==> config.mk <==
export PLATFORM = sky130hd
export DESIGN_NAME = fp_sig_mul_flat
export DESIGN_NICKNAME = d
export VERILOG_FILES = /design/src/rtl/fp_sig_mul_if.sv /design/src/rtl/fp_sig_mul.sv /design/src/flat_wrapper.sv
export SDC_FILE = /design/constraint.sdc
export NUM_CORES = 1
export LEC_CHECK = 0
export ABC_AREA = 1
export CELL_PAD_IN_SITES_DETAIL_PLACEMENT = 1
export CELL_PAD_IN_SITES_GLOBAL_PLACEMENT = 2
export CORE_AREA = 2 2 133 135
export CTS_BUF_LIST = sky130_fd_sc_hd__clkbuf_16
export DETAILED_ROUTE_END_ITERATION = 8
export DIE_AREA = 0 0 135 137
export HOLD_SLACK_MARGIN = 0.03
export PLACE_DENSITY = 0.72
export SLEW_MARGIN = 20
export SYNTH_ARGS = -nofsm -noshare
export SYNTH_HDL_FRONTEND = slang
export SYNTH_SLANG_ARGS = --single-unit
export TNS_END_PERCENT = 10
==> constraint.sdc <==
create_clock -name clk -period 2 [get_ports clk]
set_input_delay 0.4 -clock clk [delete_from_list [all_inputs] [get_ports clk]]
set_output_delay 0.4 -clock clk [all_outputs]
set_load 0.02 [all_outputs]
==> src/rtl/fp_sig_mul_if.sv <==
// Handshake and operand/result bundle for the iterative significand multiplier.
// The master drives requests and operands; the slave (multiplier) returns the product.
interface fp_sig_mul_if #(
  parameter int NEXP = 8,
  parameter int NSIG = 7
);
  logic                start;
  logic                a_sign;
  logic [NEXP-1:0]     a_exp;
  logic [NSIG:0]       a_sig;
  logic                b_sign;
  logic [NEXP-1:0]     b_exp;
  logic [NSIG:0]       b_sig;
  logic                busy;
  logic                done;
  logic                p_sign;
  logic [NEXP+1:0]     p_exp;
  logic [2*NSIG+1:0]   pSig;
  logic                p_zero;

  modport master (
    output start, a_sign, a_exp, a_sig, b_sign, b_exp, b_sig,
    input  busy, done, p_sign, p_exp, pSig, p_zero
  );

  modport slave (
    input  start, a_sign, a_exp, a_sig, b_sign, b_exp, b_sig,
    output busy, done, p_sign, p_exp, pSig, p_zero
  );
endinterface

==> src/rtl/fp_sig_mul.sv <==
// Iterative shift-add significand multiplier feeding the round stage.
// Define FP_SIG_MUL_RADIX4_EN to retire two multiplier bits per cycle using a precomputed 3x multiplicand.
module fp_sig_mul #(
  parameter int NEXP = 8,
  parameter int NSIG = 7
) (
  input  logic         clk,
  input  logic         rst_n,
  fp_sig_mul_if.slave  bus
);
  localparam int SW   = NSIG + 1;
  localparam int PW   = 2 * NSIG + 2;
  localparam int EW   = NEXP + 2;
  localparam int BIAS = (1 << (NEXP - 1)) - 1;
`ifdef FP_SIG_MUL_RADIX4_EN
  localparam int ITERS = (SW + 1) / 2;
  localparam int BW    = 2 * ITERS;
`else
  localparam int ITERS = SW;
  localparam int BW    = SW;
`endif
  localparam int CW = $clog2(ITERS + 1);

  typedef enum logic [1:0] {IDLE, MUL, NORM} state_t;

  state_t          state, state_nxt;
  logic [PW-1:0]   mcand;
  logic [BW-1:0]   mplier;
  logic [PW-1:0]   acc;
  logic [CW-1:0]   cnt;
  logic            sign_r;
  logic [EW-1:0]   exp_r;
  logic            done_r, p_sign_r, p_zero_r;
  logic [EW-1:0]   p_exp_r;
  logic [PW-1:0]   p_sig_r;
  logic            busy_c, is_zero;
  logic [PW-1:0]   norm_sig;
  logic [EW-1:0]   norm_exp;
  logic            iter_last;

  assign iter_last = (cnt == CW'(ITERS));

  // NOTE: sequential state uses non-blocking assignments so every register samples pre-edge values.
  always_ff @(posedge clk or negedge rst_n) begin
    if (!rst_n) state <= IDLE;
    else        state <= state_nxt;
  end

  always_comb begin
    state_nxt = state;
    case (state)
      IDLE:    if (bus.start) state_nxt = MUL;
      MUL:     if (iter_last) state_nxt = NORM;
      NORM:    state_nxt = IDLE;
      default: state_nxt = IDLE;
    endcase
  end

  // NOTE: every comb output gets a default first so no path leaves it unassigned (no latches).
  always_comb begin
    busy_c   = (state != IDLE);
    is_zero  = (acc == '0);
    norm_sig = '0;
    norm_exp = '0;
    if (!is_zero) begin
      if (acc[PW-1]) begin
        norm_sig = acc;
        norm_exp = exp_r + EW'(1);
      end else begin
        norm_sig = {acc[PW-2:0], 1'b0};
        norm_exp = exp_r;
      end
    end
  end

`ifdef FP_SIG_MUL_RADIX4_EN
  logic [PW-1:0] mcand3;
  logic [PW-1:0] addend;

  always_comb begin
    addend = '0;
    case (mplier[1:0])
      2'd1:    addend = mcand;
      2'd2:    addend = {mcand[PW-2:0], 1'b0};
      2'd3:    addend = mcand3;
      default: addend = '0;
    endcase
  end
`endif

  // NOTE: all datapath registers are small flops, so they share the async reset with the FSM.
  always_ff @(posedge clk or negedge rst_n) begin
    if (!rst_n) begin
      mcand    <= '0;
      mplier   <= '0;
      acc      <= '0;
      cnt      <= '0;
      sign_r   <= 1'b0;
      exp_r    <= '0;
      done_r   <= 1'b0;
      p_sign_r <= 1'b0;
      p_exp_r  <= '0;
      p_sig_r  <= '0;
      p_zero_r <= 1'b0;
`ifdef FP_SIG_MUL_RADIX4_EN
      mcand3   <= '0;
`endif
    end else begin
      done_r <= 1'b0;
      case (state)
        IDLE: if (bus.start) begin
          mcand  <= PW'(bus.a_sig);
          mplier <= BW'(bus.b_sig);
          acc    <= '0;
          cnt    <= '0;
          sign_r <= bus.a_sign ^ bus.b_sign;
          exp_r  <= {2'b00, bus.a_exp} + {2'b00, bus.b_exp} - EW'(BIAS);
`ifdef FP_SIG_MUL_RADIX4_EN
          mcand3 <= PW'({bus.a_sig, 1'b0}) + PW'(bus.a_sig);
`endif
        end
        MUL: if (!iter_last) begin
          // Multiplicand shifts alongside the multiplier, so it always sits at the current bit weight.
`ifdef FP_SIG_MUL_RADIX4_EN
          acc    <= acc + addend;
          mcand  <= mcand << 2;
          mcand3 <= mcand3 << 2;
          mplier <= mplier >> 2;
`else
          if (mplier[0]) acc <= acc + mcand;
          mcand  <= mcand << 1;
          mplier <= mplier >> 1;
`endif
          cnt <= cnt + CW'(1);
        end
        NORM: begin
          p_sign_r <= sign_r;
          p_exp_r  <= norm_exp;
          p_sig_r  <= norm_sig;
          p_zero_r <= is_zero;
          done_r   <= 1'b1;
        end
        default: ;
      endcase
    end
  end

  assign bus.busy   = busy_c;
  assign bus.done   = done_r;
  assign bus.p_sign = p_sign_r;
  assign bus.p_exp  = p_exp_r;
  assign bus.pSig   = p_sig_r;
  assign bus.p_zero = p_zero_r;
endmodule

==> src/flat_wrapper.sv <==
// flat-port wrapper written by rule: the top's interface ports become plain ports
module fp_sig_mul_flat 
#(
  parameter int NEXP = 8,
  parameter int NSIG = 7
)
  (clk, rst_n, bus_start, bus_a_sign, bus_a_exp, bus_a_sig, bus_b_sign, bus_b_exp, bus_b_sig, bus_busy, bus_done, bus_p_sign, bus_p_exp, bus_pSig, bus_p_zero);
  fp_sig_mul_if #(.NEXP(NEXP), .NSIG(NSIG)) bus_i ();
  input  logic clk;
  input  logic rst_n;
  input wire logic [$bits(bus_i.start)-1:0] bus_start;
  input wire logic [$bits(bus_i.a_sign)-1:0] bus_a_sign;
  input wire logic [$bits(bus_i.a_exp)-1:0] bus_a_exp;
  input wire logic [$bits(bus_i.a_sig)-1:0] bus_a_sig;
  input wire logic [$bits(bus_i.b_sign)-1:0] bus_b_sign;
  input wire logic [$bits(bus_i.b_exp)-1:0] bus_b_exp;
  input wire logic [$bits(bus_i.b_sig)-1:0] bus_b_sig;
  output wire logic [$bits(bus_i.busy)-1:0] bus_busy;
  output wire logic [$bits(bus_i.done)-1:0] bus_done;
  output wire logic [$bits(bus_i.p_sign)-1:0] bus_p_sign;
  output wire logic [$bits(bus_i.p_exp)-1:0] bus_p_exp;
  output wire logic [$bits(bus_i.pSig)-1:0] bus_pSig;
  output wire logic [$bits(bus_i.p_zero)-1:0] bus_p_zero;
  assign bus_i.start = bus_start;
  assign bus_i.a_sign = bus_a_sign;
  assign bus_i.a_exp = bus_a_exp;
  assign bus_i.a_sig = bus_a_sig;
  assign bus_i.b_sign = bus_b_sign;
  assign bus_i.b_exp = bus_b_exp;
  assign bus_i.b_sig = bus_b_sig;
  assign bus_busy = bus_i.busy;
  assign bus_done = bus_i.done;
  assign bus_p_sign = bus_i.p_sign;
  assign bus_p_exp = bus_i.p_exp;
  assign bus_pSig = bus_i.pSig;
  assign bus_p_zero = bus_i.p_zero;
  fp_sig_mul #(.NEXP(NEXP), .NSIG(NSIG)) u_core (.clk(clk), .rst_n(rst_n), .bus(bus_i));
endmodule
==> flow_metrics.py, run 1 <==
metrics = {
    "status": {
        "status": "finished clean",
    },
    "critical_path": {
        "crit_path_end_kind": "register",
        "cp-start-kind": "input port",
        "r2r_slack_ns": 0.17,
        "ff2ff_path_depth": 9,
        "critical_path_class": "in -> reg",
        "cp.required_ns": 2.24,
        "worstPathArrival_ns": 2.16,
        "r2r-start": "u_core.acc[4]$_DFFE_PN0P_",
        "reg2reg_to": "u_core.acc[11]$_DFFE_PN0P_",
        "crit_path_max_fanout": 3,
    },
    "power_and_ir_drop": {
        "powerDensity_nw_per_um2": 1580,
        "power.switching_mw": 4.62,
        "peakVddDrop_mv": 0.561,
        "power_frac_seq": 0.303,
        "power.share.clock": 0.166,
        "p_leak_nw": 3.13,
        "p_total_mw": 10.4,
        "internal-power_mw": 5.76,
        "comb_power_share": 0.531,
        "swShare": 0.445,
    },
    "route": {
        "avgRoutedWirePerCell_um": 15.2,
        "routed_wl_um": 14500,
        "vias": 4615,
        "drt_iter0_drc": 169,
        "drc_errors": 0,
        "dr.pass1.iters": 4,
        "ant_nets": 0,
        "vias_per_cell": 4.81,
    },
    "floorplanning": {
        "std_cell_rows": 48,
        "io_pins": 67,
        "die_w_um": 135,
        "core-area_um2": 17100,
        "start_util": 0.295,
        "design.die.area_um2": 18500,
        "die_y_um": 137,
    },
    "sta": {
        "slew_violations": 0,
        "grt_setup_unrepaired": "true",
        "period_share": 0.962,
        "setup_viol": 0,
        "tns_ns": 0,
        "finalHoldViolCount": 0,
        "relSlewSlack": 0.598,
        "skew_ns": 0.00708,
        "tightest_slew_ns": 0.603,
        "min_period_ns": 1.92,
        "fmax_mhz": 520,
    },
    "logic_synthesis": {
        "synth_edf_count": 0,
        "avgSynthCellArea_um2": 7.93,
        "ys_dominant_reg_cell": "dfrtp_1",
        "synth.top_cell.area_share": 0.427,
        "synth_warnings": 0,
        "synth.most_common_cell": "nand2_1",
        "ys_types": 38,
        "synthTopCellsByArea": "dfrtp_1 (43%), nand2_1 (13%), ha_1 (6.7%), o21ai_0 (6.2%), inv_1 (4.9%)",
        "synth_area_um2": 5040,
        "synth_fp_nets": 701,
        "async_flop_share": 1.00,
        "yosys.area.top_type": "dfrtp_1",
        "ys_seq_area_frac": 0.427,
        "syn-instance-count": 635,
        "synth_common_cells": "nand2_1 (168), dfrtp_1 (86), inv_1 (66), o21ai_0 (62), nand3_1 (33)",
        "synth_seq_cells": 86,
    },
    "cts": {
        "clock-root-buffer": "clkbuf_16",
        "insertion_delay_ns": 0.35,
        "cts_buffers": 9,
        "numClockSinks": 86,
        "clockBufferDepth": 2,
        "clk_pin_slew_worst_paths_ns": 0.06,
        "htreeDepth": 3,
        "cts_tree": "built",
    },
    "global_route": {
        "grt_pass1_wl_um": 24100,
        "antenna_found_initial": 0,
        "grt_overflow": 0,
        "grt_pass1_vias": 4876,
        "grt_usage": 0.165,
        "grt_max_degree": 42,
    },
    "placed_design": {
        "port_buffers": 66,
        "dp_hpwl_um": 11200,
        "dpl-instance-area_um2": 6170,
        "gp_congestion": 0.825,
    },
    "min_path": {
        "hp-class": "in -> reg",
        "min-delay-start": "bus_a_exp[0]",
        "min_to": "u_core.exp_r[0]$_DFFE_PN0P_",
        "hold-path-cell-count": 3,
    },
    "final_layout": {
        "regArea_um2": 2150,
        "fin_area_um2": 6580,
        "multi_input_area_um2": 2610,
        "area_growth_pct": 30.6,
        "nets": 795,
        "drive_above_1_share": 0.136,
        "final.fill_count": 2052,
        "insertedDiodeCount": 0,
        "final_core_util": 0.385,
    },
    "run": {
        "cap_violations": 0,
    },
}
-- cell families after synthesis --
group | after synthesis | share of synthesized area
adders and majority gates | 29 | 0.0750
buffers and inverters | 93 | 0.0735
xor gates and xnor gates | 13 | 0.0226
muxes | 1 | 0.00199
AOI/OAI and AO/OA | 147 | 0.165
DFF | 86 | 0.427
and+or+nand+nor | 266 | 0.235
-- flip-flops by register name, summed over array words and instances, names as in the netlist --
signal / count
u_core.cnt: 4
u_core.exp_r: 10
u_core.sign_r: 1
u_core.state: 2
u_core.bus.p_sign: 1
u_core.bus.p_zero: 1
u_core.bus.p_exp: 10
u_core.mplier: 8
u_core.acc: 16
u_core.bus.pSig: 16
u_core.mcand: 16
u_core.bus.done: 1
-- cells in the final DEF (no fill, tap or decap), types with 4 or more instances in the layout --
| cell type | instances |
|---|---|
| clkdlybuf4s50_1 | 61 |
| o21ai_0 | 62 |
| inv_1 | 66 |
| dfrtp_1 | 86 |
| nor2_2 | 4 |
| o211ai_1 | 14 |
| nand3b_1 | 4 |
| nor2_1 | 28 |
| nand3_2 | 8 |
| ha_4 | 5 |
| nand2_1 | 165 |
| clkbuf_16 | 9 |
| o22ai_1 | 11 |
| a21oi_1 | 29 |
| xor2_1 | 7 |
| inv_2 | 8 |
| xnor2_1 | 6 |
| nand4_1 | 5 |
| nand3_1 | 31 |
| o21ai_1 | 14 |
| ha_1 | 21 |
| nor2_4 | 4 |
| buf_4 | 33 |
| nand2_2 | 10 |
-- power groups by stage --
stage	clock [mW]	sequential [mW]	combinational, mW
after floorplan	0	3.28	3.28
after global placement	0	3.15	5.29
after detailed placement	0	3.18	5.45
after CTS	1.79	3.16	5.50
after global routing	1.85	3.25	6.24
final	1.72	3.14	5.51
-- cell type report --
type | count | area share
inverters | 74 | 0.0422
clock inverters | 7 | 0.0110
well taps | 225 | 0.0428
multi-input cells | 456 | 0.397
clock buffers | 9 | 0.0343
repair buffers | 102 | 0.145
flip-flops and latches | 86 | 0.327
-- repair_timing --
item	in CTS	in global routing
setup buffers	3	1
pin swaps	5	5
resized for setup	8	15
hold endpoints to repair	26	0
setup endpoints to repair	7	12
hold buffers	1	0
-- critical path, cell delays in order --
cell and delay [ns]:
dlygate4sd2_1 0.27, fa_1 0.59, ha_2 0.19, inv_1 0.05, nor2_2 0.11, nand3_2 0.11, nor2_4 0.15, nand3_2 0.09
nand2_2 0.07, nand2_1 0.05, nand2_1 0.05, nand2_1 0.04
-- layer usage --
metal  up-vias  track usage  share of wire
met5         -            0              0
met4         0       0.0498          0.012
met2        56        0.289           0.50
met1      2245        0.210           0.47
met3        12       0.0233          0.023
li1       2302            -              -
-- how the worst max path moves through the flow --
stage	from	end	slack, ns	cells after the start
final	bus_b_exp[1]	u_core.exp_r[8]$_DFFE_PN0P_	0.08	12
after global routing	bus_b_exp[1]	u_core.exp_r[8]$_DFFE_PN0P_	-0.05	12
after CTS	bus_b_exp[2]	u_core.exp_r[7]$_DFFE_PN0P_	0.01	12
after detailed placement	bus_b_exp[0]	u_core.exp_r[8]$_DFFE_PN0P_	-0.64	13
after global placement	bus_b_exp[0]	u_core.exp_r[8]$_DFFE_PN0P_	-0.55	13
after floorplan	bus_b_exp[0]	u_core.exp_r[8]$_DFFE_PN0P_	0.006	12
-- through the flow --
stage	setup slack [ns]	std cells	hold slack (ns)
finish	0.0762	959	0.423
global route	-0.0530	959	0.435
CTS	0.0101	958	0.487
detailed placement	-0.640	938	0.352
global placement	-0.554	938	0.347
floorplan	0.00564	635	0.104
No activity file was read; power rests on OpenSTA's default activity.
==> run 2, diff against run 1 <==
- CAP_MARGIN: not set -> 10
- PLACE_DENSITY: 0.72 -> not set
- PLACE_DENSITY_LB_ADDON: not set -> 0.1
==> flow_metrics.py, run 2 (same netlist as run 1, synthesis figures left out) <==
metrics = {
    "route": {
        "routed_wl_um": 14300,
        "dr.pass1.iters": 4,
        "drc_errors": 0,
        "vias": 4525,
        "drt_iter0_drc": 219,
        "vias_per_cell": 4.72,
        "ant_nets": 0,
        "avgRoutedWirePerCell_um": 14.9,
    },
    "cts": {
        "numClockSinks": 86,
        "cts_buffers": 9,
        "clockBufferDepth": 2,
        "htreeDepth": 3,
        "clock-root-buffer": "clkbuf_16",
        "clk_pin_slew_worst_paths_ns": 0.06,
        "cts_tree": "built",
        "insertion_delay_ns": 0.35,
    },
    "power_and_ir_drop": {
        "powerDensity_nw_per_um2": 1550,
        "p_leak_nw": 3.12,
        "peakVddDrop_mv": 0.588,
    },
    "floorplanning": {
        "design.die.area_um2": 18500,
        "std_cell_rows": 48,
        "core-area_um2": 17100,
        "start_util": 0.295,
        "die_y_um": 137,
        "die_w_um": 135,
        "io_pins": 67,
    },
    "critical_path": {
        "crit_path_max_fanout": 3,
        "path_cells": "dlygate4sd2_1, ha_4, fa_2, ha_2, inv_1, nor2_4, nand3_4, nor2_4, nand3_2, nand2_2, nand2_1, nand2_1, nand2_1",
        "slowest_stage": "fa_2",
        "cp-start-kind": "input port",
        "path_buf_inv": 2,
        "crit_path_end_kind": "register",
        "reg2reg_to": "u_core.acc[14]$_DFFE_PN0P_",
        "r2r_slack_ns": 0.12,
        "critPathTopFamily": "adder cells",
        "worstPathArrival_ns": 2.25,
        "r2r-start": "u_core.acc[3]$_DFFE_PN0P_",
        "cp.required_ns": 2.24,
        "crit_top_cell": "nand2_1",
        "critical_path_class": "in -> reg",
        "ff2ff_path_depth": 8,
        "cp_slowest_stage_delay_ns": 0.54,
    },
    "status": {
        "status": "complete, but fails checks",
        "violations": "negative setup slack",
    },
    "sta": {
        "grt_setup_unrepaired": "true",
        "slew_violations": 0,
        "timing.final.ws_setup_ns": -0.00721,
        "relSlewSlack": 0.591,
        "skew_ns": 0.00842,
        "finalHoldViolCount": 0,
        "tightest_slew_ns": 0.613,
        "period_share": 1.00,
        "min_period_ns": 2.01,
        "fmax_mhz": 498,
        "setup_viol": 1,
    },
    "placed_design": {
        "placed_cells": 938,
        "dp_hpwl_um": 11100,
        "port_buffers": 66,
        "gp_congestion": 0.780,
        "dpl-instance-area_um2": 6170,
    },
    "final_layout": {
        "final.fill_count": 2076,
        "regArea_um2": 2150,
        "multi_input_area_um2": 2620,
        "drive_above_1_share": 0.130,
        "insertedDiodeCount": 0,
        "mostFrequentLayoutCells": "nand2_1 (165), dfrtp_1 (86), inv_1 (68)",
        "layout_commonest_cell": "nand2_1",
        "fin_area_um2": 6550,
        "area_growth_pct": 30.0,
        "layoutNonFillerInstCount": 958,
        "nets": 794,
    },
    "global_route": {
        "grt_pass1_vias": 4664,
        "grt_overflow": 0,
        "antenna_found_initial": 0,
        "grt_pass1_wl_um": 23700,
        "grt_usage": 0.163,
        "grt_max_degree": 42,
    },
    "run": {
        "cap_violations": 0,
    },
    "min_path": {
        "hp-class": "in -> async",
    },
}
run 2: how the worst max path moves through the flow:
stage            startpoint                          end  slack (ns)  cells after the start
2_1_floorplan  bus_b_exp[0]  u_core.exp_r[8]$_DFFE_PN0P_       0.006                     12
3_3_place_gp   bus_b_exp[0]  u_core.exp_r[8]$_DFFE_PN0P_       -0.56                     13
3_5_place_dp   bus_b_exp[0]  u_core.exp_r[8]$_DFFE_PN0P_       -0.66                     13
4_1_cts        bus_a_exp[0]  u_core.exp_r[8]$_DFFE_PN0P_      -0.008                     13
5_1_grt        bus_a_exp[0]  u_core.exp_r[8]$_DFFE_PN0P_       -0.09                     13
6_report       bus_a_exp[0]  u_core.exp_r[8]$_DFFE_PN0P_      -0.007                     13
run 2: what timing repair did:
action                                 CTS  global route
gates resized for setup                  7            18
endpoints found under the hold margin   13             0
buffers inserted                         2             1
hold buffers                             1             0
setup endpoints to repair                6            15
pin swaps                                5             3
run 2: power by group:
group	switching [mW]	total (mW)	internal, mW
clock	0.708	1.53	0.822
sequential	0.632	3.16	2.53
combinational	3.20	5.43	2.23
total	4.54	10.1	5.59
run 2: through the flow:
stage | utilization | hold slack (ns) | worst slack (ns) | power [mW] | TNS (ns)
floorplan | - | 0.104 | 0.00564 | 6.56 | 0
global placement | 0.362 | 0.274 | -0.560 | 8.45 | -3.09
detailed placement | 0.362 | 0.273 | -0.657 | 8.60 | -3.83
CTS | 0.378 | 0.439 | -0.00801 | 10.2 | -0.00801
global route | 0.384 | 0.448 | -0.0862 | 11.1 | -0.246
finish | 0.384 | 0.446 | -0.00721 | 10.1 | -0.00721
run 2: final cells by class:
type                       instances  share of cell area
clock inverter                     7             0.00516
clock buffer                       9              0.0344
tap                              225              0.0430
multi-input combinational        456               0.400
timing repair buffer             101               0.147
sequential                        86               0.329
inverter                          74              0.0424
run 2: metal layers:
| layer | global-route usage | vias up | part of all wire |
|---|---|---|---|
| met5 | 0 | - | 0 |
| met4 | 0.0382 | 0 | 0.0096 |
| met3 | 0.0363 | 15 | 0.032 |
| met2 | 0.267 | 53 | 0.48 |
| met1 | 0.222 | 2157 | 0.48 |
| li1 | - | 2300 | - |
==> run 3, diff against run 2 <==
- CAP_MARGIN: 10 -> not set
- CTS_BUF_LIST: sky130_fd_sc_hd__clkbuf_16 -> not set
==> flow_metrics.py, run 3 (same netlist as run 1, synthesis figures left out) <==
metrics = {
    "global_route": {
        "grt_pass1_vias": 4670,
        "grt_pass1_wl_um": 23700,
        "antenna_found_initial": 0,
        "grt_usage": 0.164,
        "grt_max_degree": 42,
        "grt_overflow": 0,
    },
    "sta": {
        "skew_ns": 0.00808,
        "finalHoldViolCount": 0,
        "timing.final.ws_setup_ns": -0.00398,
        "whs_ns": 0.445,
        "min_period_ns": 2.00,
        "slew_violations": 0,
        "fmax_mhz": 499,
        "period_share": 1.00,
        "tightest_slew_ns": 0.611,
        "grt_setup_unrepaired": "true",
        "relSlewSlack": 0.592,
        "setup_viol": 1,
        "tns_ns": -0.00398,
    },
    "critical_path": {
        "worstPathArrival_ns": 2.25,
        "cp-start-kind": "input port",
        "path_cells": "dlygate4sd2_1, ha_4, fa_2, ha_2, inv_1, nor2_4, nand3_4, nor2_4, nand3_2, nand2_2, nand2_1, nand2_1, nand2_1",
        "startpoint": "bus_a_exp[0]",
        "crit_end": "u_core.exp_r[8]$_DFFE_PN0P_",
        "reg2reg_to": "u_core.acc[14]$_DFFE_PN0P_",
        "cp.required_ns": 2.24,
        "r2r-start": "u_core.acc[3]$_DFFE_PN0P_",
        "cp_slowest_stage_delay_ns": 0.54,
        "crit_path_end_kind": "register",
        "critical_path_class": "in -> reg",
        "r2r_slack_ns": 0.10,
        "crit_top_cell": "nand2_1",
        "slowest_stage": "fa_2",
        "ff2ff_path_depth": 8,
        "crit_path_max_fanout": 3,
    },
    "placed_design": {
        "dpl-instance-area_um2": 6170,
        "gp_congestion": 0.780,
        "dp_hpwl_um": 11100,
        "port_buffers": 66,
    },
    "power_and_ir_drop": {
        "p_leak_nw": 3.12,
        "powerDensity_nw_per_um2": 1560,
        "comb_power_share": 0.532,
        "power.switching_mw": 4.56,
        "swShare": 0.445,
        "power_frac_seq": 0.309,
        "internal-power_mw": 5.67,
        "power.share.clock": 0.159,
        "peakVddDrop_mv": 0.594,
    },
    "cts": {
        "clk_pin_slew_worst_paths_ns": 0.06,
        "cts_tree": "built",
        "insertion_delay_ns": 0.35,
        "clockBufferDepth": 2,
        "clock-root-buffer": "clkbuf_16",
        "cts_buffers": 9,
        "htreeDepth": 3,
        "numClockSinks": 86,
    },
    "final_layout": {
        "area_growth_pct": 30.4,
        "layout_commonest_cell": "nand2_1",
        "nets": 794,
        "drive_above_1_share": 0.132,
        "fin_area_um2": 6570,
        "insertedDiodeCount": 0,
        "mostFrequentLayoutCells": "nand2_1 (165), dfrtp_1 (86), inv_1 (66)",
    },
    "floorplanning": {
        "start_util": 0.295,
        "core-area_um2": 17100,
        "die_w_um": 135,
        "die_y_um": 137,
        "std_cell_rows": 48,
        "design.die.area_um2": 18500,
        "io_pins": 67,
    },
    "run": {
        "cap_violations": 0,
    },
    "min_path": {
        "hp-class": "in -> async",
    },
    "status": {
        "violations": "negative setup slack",
        "status": "complete, but fails checks",
    },
    "route": {
        "ant_nets": 0,
        "drc_errors": 0,
        "vias": 4521,
        "drt_iter0_drc": 245,
        "dr.pass1.iters": 4,
        "routed_wl_um": 14300,
        "avgRoutedWirePerCell_um": 15.0,
        "vias_per_cell": 4.72,
    },
}
==> run 3: changes by cell type in the layout (fill, tap and decap cells not counted), sizes merged <==
cell	before	now
clkbuf	9	13
clkinv	5	3
inv	76	74
==> run 3: stage by stage <==
stage,instances,setup slack (ns),utilization,power (mW)
3_3_place_gp,938,-0.560,0.362,8.45
2_1_floorplan,635,0.00564,-,6.56
6_report,958,-0.00398,0.385,10.2
4_1_cts,957,-0.00502,0.380,10.3
5_1_grt,958,-0.0850,0.385,11.2
3_5_place_dp,938,-0.657,0.362,8.60
==> run 3: what timing repair did <==
| action | CTS | global route |
|---|---|---|
| setup endpoints to repair | 6 | 15 |
| hold buffers | 1 | 0 |
| setup buffers | 2 | 1 |
| resized for setup | 7 | 18 |
| pin swaps | 5 | 3 |
| endpoints found under the hold margin | 13 | 0 |
==> run 3: worst min-delay path by stage <==
| stage | startpoint | endpoint | slack (ns) | cells after the start |
|---|---|---|---|---|
| finish | rst_n | u_core.sign_r$_DFFE_PN0P_ | 0.44 | 2 |
| global route | rst_n | u_core.sign_r$_DFFE_PN0P_ | 0.45 | 2 |
| CTS | rst_n | u_core.bus.pSig[15]$_DFFE_PN0P_ | 0.44 | 2 |
| detailed placement | rst_n | u_core.bus.p_sign$_DFFE_PN0P_ | 0.27 | 1 |
| global placement | rst_n | u_core.sign_r$_DFFE_PN0P_ | 0.27 | 1 |
| floorplan | rst_n | u_core.acc[0]$_DFFE_PN0P_ | 0.10 | 0 |
==> run 3: worst max-delay path, delay by kind of cell <==
kind / cells / cell delay [ns]
adders and majority gates: 3 / 0.89
and+or+nand+nor: 8 / 0.64
buffers and inverters: 2 / 0.32
==> run 3: metal layers <==
metal  wire (um)  global-route usage  up-vias
li1            -                   -     2301
met1        6950               0.222     2157
met2        6780               0.268       49
met3         451              0.0363       14
met4         144              0.0382        0
met5           0                   0        -
==> run 3: cell type report <==
class                      instances  area, um2
clock buffer                      13        260
sequential                        86       2150
fill                            2070      10500
timing repair buffer             101        960
multi-input combinational        456       2620
tap                              225        282
clock inverter                     3       18.8
inverter                          74        278
==> run 3: power by group through the flow <==
stage	sequential (mW)	clock, mW	combinational [mW]
3_5_place_dp	3.21	0	5.39
2_1_floorplan	3.28	0	3.28
5_1_grt	3.28	1.76	6.19
6_report	3.17	1.62	5.44
4_1_cts	3.18	1.69	5.44
3_3_place_gp	3.19	0	5.27
